File: config.mk
export PLATFORM = sky130hd
export DESIGN_NAME = food_spawn_ctrl_flat
export DESIGN_NICKNAME = d
export VERILOG_FILES = /design/src/rtl/food_spawn_ctrl_if.sv /design/src/rtl/food_spawn_ctrl.sv /design/src/flat_wrapper.sv
export SDC_FILE = /design/constraint.sdc
export NUM_CORES = 1
export LEC_CHECK = 0
export BUFFER_PORTS_ARGS = -buffer_cell sky130_fd_sc_hd__buf_2
export CORE_MARGIN = 3
export CORE_UTILIZATION = 49
export CTS_CLUSTER_SIZE = 28
export DETAILED_ROUTE_END_ITERATION = 16
export PLACE_DENSITY_LB_ADDON = 0.15
export SYNTH_ARGS = -nofsm -noshare
export SYNTH_HDL_FRONTEND = slang
export SYNTH_SLANG_ARGS = --single-unit
export TNS_END_PERCENT = 10
File: constraint.sdc
create_clock -name CLK -period 1.8 [get_ports CLK]
set_clock_uncertainty 0.1 [all_clocks]
set_input_delay 0.18 -clock CLK [delete_from_list [all_inputs] [get_ports CLK]]
set_output_delay 0.18 -clock CLK [all_outputs]
set_load 0.02 [all_outputs]
File: src/rtl/food_spawn_ctrl_if.sv
// Signal bundle between the food spawner, the game FSM, the RNGs and the
// snake-body occupancy lookup. The slave view belongs to food_spawn_ctrl.
interface food_spawn_ctrl_if;
    logic       SPAWN_REQ;
    logic [7:0] HORZ_RND;
    logic [7:0] VERT_RND;
    logic       HORZ_CE;
    logic       VERT_CE;
    logic       OCC_REQ;
    logic [7:0] OCC_X;
    logic [7:0] OCC_Y;
    logic       OCC_ACK;
    logic       OCC_HIT;
    logic [7:0] FOOD_X;
    logic [7:0] FOOD_Y;
    logic       FOOD_VALID;
    logic       SPAWN_DONE;
    logic       SPAWN_FAIL;
    logic       BUSY;

    modport master (
        output SPAWN_REQ, HORZ_RND, VERT_RND, OCC_ACK, OCC_HIT,
        input  HORZ_CE, VERT_CE, OCC_REQ, OCC_X, OCC_Y,
               FOOD_X, FOOD_Y, FOOD_VALID, SPAWN_DONE, SPAWN_FAIL, BUSY
    );

    modport slave (
        input  SPAWN_REQ, HORZ_RND, VERT_RND, OCC_ACK, OCC_HIT,
        output HORZ_CE, VERT_CE, OCC_REQ, OCC_X, OCC_Y,
               FOOD_X, FOOD_Y, FOOD_VALID, SPAWN_DONE, SPAWN_FAIL, BUSY
    );
endinterface

File: src/rtl/food_spawn_ctrl.sv
// Picks a free, in-grid food cell by stepping the X/Y random generators and
// rejecting candidates that fall off the grid or land on the snake.
module food_spawn_ctrl #(
    parameter int GRID_W    = 40,
    parameter int GRID_H    = 30,
    parameter int MAX_TRIES = 255
) (
    input logic            CLK,
    input logic            RESET,
    food_spawn_ctrl_if.slave bus
);

    localparam logic [2:0] IDLE   = 3'd0;
    localparam logic [2:0] SAMPLE = 3'd1;
    localparam logic [2:0] STEP   = 3'd2;
    localparam logic [2:0] QUERY  = 3'd3;
    localparam logic [2:0] DONE   = 3'd4;
    localparam logic [2:0] FAIL   = 3'd5;

    localparam int           CW        = $clog2(MAX_TRIES + 1);
    localparam logic [CW:0]  TRY_LIMIT = (CW + 1)'(MAX_TRIES);
    localparam logic [8:0]   X_LIMIT   = 9'(GRID_W);
    localparam logic [8:0]   Y_LIMIT   = 9'(GRID_H);

    logic [2:0]    state;
    logic [CW-1:0] try_cnt;
    logic [CW:0]   try_next;
    logic [7:0]    cand_x;
    logic [7:0]    cand_y;
    logic [7:0]    food_x;
    logic [7:0]    food_y;
    logic          food_valid;
    logic          in_range;

    assign try_next = {1'b0, try_cnt} + (CW + 1)'(1);
    assign in_range = ({1'b0, bus.HORZ_RND} < X_LIMIT) &&
                      ({1'b0, bus.VERT_RND} < Y_LIMIT);

    // The food registers load on the QUERY->DONE edge so they are already
    // valid during the SPAWN_DONE cycle.
    always_ff @(posedge CLK) begin
        if (RESET) begin
            state      <= IDLE;
            try_cnt    <= '0;
            cand_x     <= '0;
            cand_y     <= '0;
            food_x     <= '0;
            food_y     <= '0;
            food_valid <= 1'b0;
        end else begin
            case (state)
                IDLE: begin
                    if (bus.SPAWN_REQ) begin
                        food_valid <= 1'b0;
                        try_cnt    <= '0;
                        state      <= SAMPLE;
                    end
                end
                SAMPLE: begin
                    cand_x <= bus.HORZ_RND;
                    cand_y <= bus.VERT_RND;
                    state  <= in_range ? QUERY : STEP;
                end
                STEP: begin
                    try_cnt <= try_next[CW-1:0];
                    state   <= (try_next == TRY_LIMIT) ? FAIL : SAMPLE;
                end
                QUERY: begin
                    if (bus.OCC_ACK) begin
                        if (bus.OCC_HIT) begin
                            state <= STEP;
                        end else begin
                            food_x     <= cand_x;
                            food_y     <= cand_y;
                            food_valid <= 1'b1;
                            state      <= DONE;
                        end
                    end
                end
                DONE:    state <= IDLE;
                FAIL:    state <= IDLE;
                default: state <= IDLE;
            endcase
        end
    end

    // Generators only move in IDLE and STEP, never under a live query.
    assign bus.HORZ_CE    = (state == IDLE) || (state == STEP);
    assign bus.VERT_CE    = (state == IDLE) || (state == STEP);
    assign bus.OCC_REQ    = (state == QUERY);
    assign bus.OCC_X      = cand_x;
    assign bus.OCC_Y      = cand_y;
    assign bus.FOOD_X     = food_x;
    assign bus.FOOD_Y     = food_y;
    assign bus.FOOD_VALID = food_valid;
    assign bus.SPAWN_DONE = (state == DONE);
    assign bus.SPAWN_FAIL = (state == FAIL);
    assign bus.BUSY       = (state != IDLE);

endmodule

File: src/flat_wrapper.sv
// flat-port wrapper written by rule: the top's interface ports become plain ports
module food_spawn_ctrl_flat 
#(
    parameter int GRID_W    = 40,
    parameter int GRID_H    = 30,
    parameter int MAX_TRIES = 255
)
  (CLK, RESET, bus_SPAWN_REQ, bus_HORZ_RND, bus_VERT_RND, bus_OCC_ACK, bus_OCC_HIT, bus_HORZ_CE, bus_VERT_CE, bus_OCC_REQ, bus_OCC_X, bus_OCC_Y, bus_FOOD_X, bus_FOOD_Y, bus_FOOD_VALID, bus_SPAWN_DONE, bus_SPAWN_FAIL, bus_BUSY);
  food_spawn_ctrl_if bus_i ();
  input logic CLK;
  input logic RESET;
  input wire logic [$bits(bus_i.SPAWN_REQ)-1:0] bus_SPAWN_REQ;
  input wire logic [$bits(bus_i.HORZ_RND)-1:0] bus_HORZ_RND;
  input wire logic [$bits(bus_i.VERT_RND)-1:0] bus_VERT_RND;
  input wire logic [$bits(bus_i.OCC_ACK)-1:0] bus_OCC_ACK;
  input wire logic [$bits(bus_i.OCC_HIT)-1:0] bus_OCC_HIT;
  output wire logic [$bits(bus_i.HORZ_CE)-1:0] bus_HORZ_CE;
  output wire logic [$bits(bus_i.VERT_CE)-1:0] bus_VERT_CE;
  output wire logic [$bits(bus_i.OCC_REQ)-1:0] bus_OCC_REQ;
  output wire logic [$bits(bus_i.OCC_X)-1:0] bus_OCC_X;
  output wire logic [$bits(bus_i.OCC_Y)-1:0] bus_OCC_Y;
  output wire logic [$bits(bus_i.FOOD_X)-1:0] bus_FOOD_X;
  output wire logic [$bits(bus_i.FOOD_Y)-1:0] bus_FOOD_Y;
  output wire logic [$bits(bus_i.FOOD_VALID)-1:0] bus_FOOD_VALID;
  output wire logic [$bits(bus_i.SPAWN_DONE)-1:0] bus_SPAWN_DONE;
  output wire logic [$bits(bus_i.SPAWN_FAIL)-1:0] bus_SPAWN_FAIL;
  output wire logic [$bits(bus_i.BUSY)-1:0] bus_BUSY;
  assign bus_i.SPAWN_REQ = bus_SPAWN_REQ;
  assign bus_i.HORZ_RND = bus_HORZ_RND;
  assign bus_i.VERT_RND = bus_VERT_RND;
  assign bus_i.OCC_ACK = bus_OCC_ACK;
  assign bus_i.OCC_HIT = bus_OCC_HIT;
  assign bus_HORZ_CE = bus_i.HORZ_CE;
  assign bus_VERT_CE = bus_i.VERT_CE;
  assign bus_OCC_REQ = bus_i.OCC_REQ;
  assign bus_OCC_X = bus_i.OCC_X;
  assign bus_OCC_Y = bus_i.OCC_Y;
  assign bus_FOOD_X = bus_i.FOOD_X;
  assign bus_FOOD_Y = bus_i.FOOD_Y;
  assign bus_FOOD_VALID = bus_i.FOOD_VALID;
  assign bus_SPAWN_DONE = bus_i.SPAWN_DONE;
  assign bus_SPAWN_FAIL = bus_i.SPAWN_FAIL;
  assign bus_BUSY = bus_i.BUSY;
  food_spawn_ctrl #(.GRID_W(GRID_W), .GRID_H(GRID_H), .MAX_TRIES(MAX_TRIES)) u_core (.CLK(CLK), .RESET(RESET), .bus(bus_i));
endmodule
==> qor.yml, run 1 <==
finalWeightedCongestion: 0.818
critical-path-top-delay-family: "simple AND/OR/NAND/NOR gates"
rows: 21
vias: 1748
yosys_warnings: 0
cts_root_buffer: "clkbuf_8"
cpMaxStageDelayCell: "or4_1"
routedWlPerCell_um: 12.6
worstPathMaxFanout: 11
regArea_um2: 881
vias_per_cell: 5.14
critical_path_arrival_ns: 1.79
cts_buffer_depth: 2
cp_cell_sequence: "or3b_1, or4_1, a21oi_1"
slew_violations: 0
postLayoutCoreUtil_pct: 65.4
nNetsFinal: 316
dr.first_iter.drc_count: 79
yosys.area.top_type: "dfxtp_1"
grtUsageTotal_pct: 19.6
syn_nets: 256
grt_remaining_overflow: 0
n_antenna_cell: 0
cap_violations: 0
setup.worst_path.start_class: "register"
async_flop_share_pct: 0
cts.repair.resized: 0
grt_max_degree: 27
clk_pin_slew_ns: 0.08
relSlewSlack_pct: 63.2
rsz0062_at_grt: "no"
fmaxAchievable_mhz: 602
grt_pass1_vias: 1546
cts_buffers: 5
synth_seq_area_share_pct: 48.8
critPathBufInv: 0
cts_setup_buffers: 0
fillerInstances: 331
finalPower_uw: 1920
required_ns: 1.93
drc_errors: 0
synth_edf_count: 0
vdd_drop_max_mv: 0.654
cts_tree: "built"
crit_type: "register to register"
start_util_pct: 52.5
synth_ff_type: "dfxtp_1"
drt_first_pass_iters: 4
yosys-top-cells-area: "dfxtp_1 (49%), nand2_1 (15%), a21oi_1 (11%), nor2_1 (2.3%), o21ai_0 (1.9%)"
die_area_um2: 4450
ant_nets: 0
area_delta_synth_final_pct: 24.7
ctsHoldBuffers: 0
avgSynthCellArea_um2: 7.75
clock-sinks: 44
syn-cell-area_um2: 1810
multi_input_area_um2: 838
pin_count: 60
antenna_found_initial: 0
synth.distinct_cells: 32
powerDensity_nw_per_um2: 852
period_needed_ns: 1.66
p_leak_uw: 0.000948
die_x_um: 66.7
grt_pass1_wl_mm: 6.69
status: "completed"
holdWs_ns: 0.0198
dp_hpwl_mm: 3.03
design_area_um2: 2250
synth_cells: 233
min_path_type: "primary input to register"
period_share_pct: 92.2
ys_ff_latch: 44
end_kind: "register"
netlist.area_leader.share_pct: 48.8
cts-htree-levels: 2
wirelength_mm: 4.28
die_y_um: 66.7
worst_slew_pin_slew_ns: 0.548
dpl-instance-area_um2: 2150
clk_latency_ns: 0.29
setup_violations: 0
crit_path_max_incr_delay_ns: 0.49
drive_gt1_share_pct: 26.5
hold_viol_final: 0
fin_setup_tns_ns: 0
r2r_cells: 3
worstHoldPathCells: 3
worst-path-stages: 3
io_buffers: 59
core_area_um2: 3440
-- synthesized netlist by cell type (3+ instances only) --
master     n
dfxtp_1   44
or4_1      3
and2_1     3
o21ai_0    7
nor4_1     3
buf_2      4
nor2_1    11
xnor2_1    3
nand2_1   71
clkbuf_1   9
nand3_1    5
a21oi_1   41
-- through the flow --
stage,setup WS (ns),std cells
2_1_floorplan,0.110,233
3_3_place_gp,0.174,332
3_5_place_dp,0.116,332
4_1_cts,0.103,340
5_1_grt,0.0107,340
6_report,0.140,340
-- where the power goes --
group	internal [uW]	switching [uW]
logic	89.0	153
clock network	311	338
registers	1000	25.3
total	1400	516
-- path summary, 6_finish.rpt --
| check | slack (ns) | start | to |
|---|---|---|---|
| worst max register to register | 0.14 | u_core.state[2] | u_core.try_cnt[5] |
| worst min-delay path | 0.02 | bus_HORZ_RND[0] | u_core.bus.OCC_X[0] |
| worst min register to register | 0.35 | u_core.bus.FOOD_X[5] | u_core.bus.FOOD_X[5] |
| worst max-delay path | 0.14 | u_core.state[2] | u_core.try_cnt[5] |
-- area by class of cell --
class,instances,area share (%)
clock inverters,2,0.667
inverters,2,0.333
well taps,46,2.56
flip-flops and latches,44,39.1
clock buffers,6,3.67
repair buffers,69,16.4
multi-input cells,171,37.2
-- worst min-delay path, delay by kind of cell --
kind                   cells  cell delay, ns
AO/OA/AOI/OAI              1            0.05
buffers and inverters      1            0.10
AND/OR/NAND/NOR            1            0.04
-- registers in the layout (all words and copies together), names as in the netlist --
signal and flops:
u_core.bus.FOOD_X 8, u_core.bus.OCC_Y 8, u_core.bus.OCC_X 8, u_core.try_cnt 8, u_core.state 3, u_core.bus.FOOD_VALID 1
u_core.bus.FOOD_Y 8
-- cells by family after synthesis --
kind of cell | after synthesis | share of synthesized area (%)
xor gates and xnor gates | 3 | 1.46
buffers and inverters | 18 | 4.85
adders and majority gates | 2 | 1.39
AOI/OAI and AO/OA | 56 | 16.5
and+or+nand+nor | 110 | 27.0
DFF | 44 | 48.8
-- per-layer routing --
metal / global-route usage, % / share of wire, % / up-vias
met5: 0 / 0 / -
met4: 6.09 / 0.89 / 0
met3: 4.38 / 7.2 / 4
met2: 33.9 / 46 / 56
met1: 24.0 / 46 / 789
li1: - / - / 899
-- cells in the final DEF (no fill, tap or decap), types with 3 or more instances in the layout --
cell and instances:
a21oi_1 41, buf_2 59, buf_4 10, clkbuf_8 6
dfxtp_1 44, nand2_1 71, nand3_1 5, nor2_1 11
nor4_1 3, o21ai_0 7, or4_1 3, xnor2_1 3
No activity file was read; power rests on OpenSTA's default activity.
==> run 2: changes to the inputs <==
Settings changed: CELL_PAD_IN_SITES_DETAIL_PLACEMENT set to 1, CELL_PAD_IN_SITES_GLOBAL_PLACEMENT set to 2, CORE_UTILIZATION 49 to 27.
==> qor.yml, run 2 (synthesis gave the netlist of run 1 again) <==
status: "completed"  # unchanged
r2r_cells: 3  # unchanged
setup_violations: 0  # unchanged
drive_gt1_share_pct: 26.1  # was 26.5%
nNetsFinal: 318  # was 316
antenna_found_initial: 0  # unchanged
die_x_um: 87.8  # was 66.7 um
r2r-end: "u_core.try_cnt[5]"  # unchanged
grt_remaining_overflow: 0  # unchanged
worst_slew_pin_slew_ns: 0.596  # was 0.548 ns
area_delta_synth_final_pct: 27.9  # was 24.7%
cts-htree-levels: 2  # unchanged
pin_count: 60  # unchanged
worstPathMaxFanout: 9  # was 11
grtUsageTotal_pct: 14.0  # was 19.6%
dp_hpwl_mm: 3.91  # was 3.03 mm
cpMaxStageDelayCell: "or3b_1"  # was or4_1
slew_violations: 0  # unchanged
period_needed_ns: 1.70  # was 1.66 ns
drc_errors: 0  # unchanged
clk_latency_ns: 0.29  # about the same
cts_buffer_depth: 2  # unchanged
end_kind: "register"  # unchanged
layout_commonest_cell: "nand2_1"  # unchanged
r2r_slack_ns: 0.1  # was 0.14 ns
die_area_um2: 7700  # was 4450 um^2
fillerInstances: 806  # was 331
cts_buffers: 5  # unchanged
critical_path_arrival_ns: 1.83  # was 1.79 ns
design_area_um2: 2310  # was 2250 um^2
vias_per_cell: 4.73  # was 5.14
dpl-instance-area_um2: 2230  # was 2150 um^2
worstHoldPathCells: 3  # unchanged
cp_cell_sequence: "or3b_1, or4_1, a21oi_1"  # unchanged
wirelength_mm: 5.19  # was 4.28 mm
hold_start: "bus_VERT_RND[0]"  # was bus_HORZ_RND[0]
vdd_drop_max_mv: 0.286  # was 0.654 mV
io_buffers: 59  # unchanged
n_antenna_cell: 0  # unchanged
ctsHoldBuffers: 0  # unchanged
start_util_pct: 28.1  # was 52.5%
grt_pass1_wl_mm: 8.34  # was 6.69 mm
hold_viol_final: 0  # unchanged
dr.first_iter.drc_count: 49  # was 79
die_y_um: 87.8  # was 66.7 um
core_area_um2: 6420  # was 3440 um^2
cts_root_buffer: "clkbuf_8"  # unchanged
final_cell_mix: "nand2_1 (71), buf_2 (59), dfxtp_1 (44), a21oi_1 (41), nor2_1 (11)"  # unchanged
powerDensity_nw_per_um2: 811  # was 852 nW/um^2
crit_path_end: "u_core.try_cnt[5]"  # unchanged
vias: 1760  # was 1,748
grt_pass1_vias: 1766  # was 1,546
required_ns: 1.93  # about the same
rsz0062_at_grt: "no"  # unchanged
r2r_start: "u_core.state[0]"  # was u_core.state[2]
rows: 29  # was 21
clk_pin_slew_ns: 0.08  # about the same
setup.worst_path.start_class: "register"  # unchanged
crit_path_max_incr_delay_ns: 0.52  # was 0.49 ns
finalWeightedCongestion: 0.735  # was 0.818
fmaxAchievable_mhz: 588  # was 602 MHz
dpl.cell_count: 365  # was 332
drt_first_pass_iters: 4  # unchanged
crit_path_start: "u_core.state[0]"  # was u_core.state[2]
clock-sinks: 44  # unchanged
routedWlPerCell_um: 14.0  # was 12.6 um
relSlewSlack_pct: 60.0  # was 63.2%
min_path_type: "primary input to register"  # unchanged
fin_setup_tns_ns: 0  # unchanged
fin_cells: 372  # was 340
cts.repair.resized: 0  # unchanged
cts_setup_buffers: 0  # unchanged
period_share_pct: 94.5  # was 92.2%
ant_nets: 0  # unchanged
cts_tree: "built"  # unchanged
cap_violations: 0  # unchanged
grt_max_degree: 26  # was 27
p_leak_uw: 0.000962  # was 0.000948 uW
crit_type: "register to register"  # unchanged
==> run 2: cell count changes in the layout (fill, tap and decap cells not counted), sizes merged <==
cell	previous run	this run
clkinvlp	2	0
buf	69	71
clkinv	0	1
==> run 2: how the worst min path moves through the flow <==
stage	end	slack [ns]
2_1_floorplan	u_core.bus.OCC_X[5]	0.22
3_3_place_gp	u_core.bus.OCC_Y[0]	0.32
3_5_place_dp	u_core.bus.OCC_X[2]	0.33
4_1_cts	u_core.bus.OCC_Y[0]	0.007
5_1_grt	u_core.bus.OCC_Y[0]	0.01
6_report	u_core.bus.OCC_Y[0]	0.02
==> run 2: area by class of cell <==
type                    instances  area (um^2)  share of cell area (%)
clock buffers                   6         72.6                    3.14
clock inverters                 1         5.00                   0.217
well taps                      77         96.3                    4.17
multi-input cells             171          837                    36.2
repair buffers                 71          410                    17.8
flip-flops and latches         44          881                    38.1
inverters                       2         7.51                   0.325
==> run 2: layer usage <==
metal	global-route usage [%]	vias to the layer above	part of all wire, %
met5	0	-	0
met3	3.01	5	4.6
li1	-	905	-
met1	17.5	813	47
met4	4.60	0	1.0
met2	23.8	37	47
==> run 2: report_power, final <==
group / leakage [uW] / switching (uW) / internal, uW
Sequential: 0.000357 / 26.3 / 1000
Clock: 0.0000410 / 325 / 264
Combinational: 0.000564 / 159 / 94.2
==> run 2: worst max-delay path, delay by kind of cell, from the launching register on <==
kind / cells / cell delay (ns)
DFF: 1 / 0.39
and+or+nand+nor: 2 / 1.02
AOI/OAI and AO/OA: 1 / 0.13
==> run 2: per-stage QoR <==
step	total power [uW]	util (%)	worst slack (ns)	hold slack, ns
floorplan	1200	-	0.110	0.216
global placement	1310	34.8	0.128	0.321
detailed placement	1310	34.8	0.119	0.328
CTS	1910	36.0	0.0959	0.00743
global route	1980	36.0	0.0427	0.0146
finish	1870	36.0	0.0987	0.0168
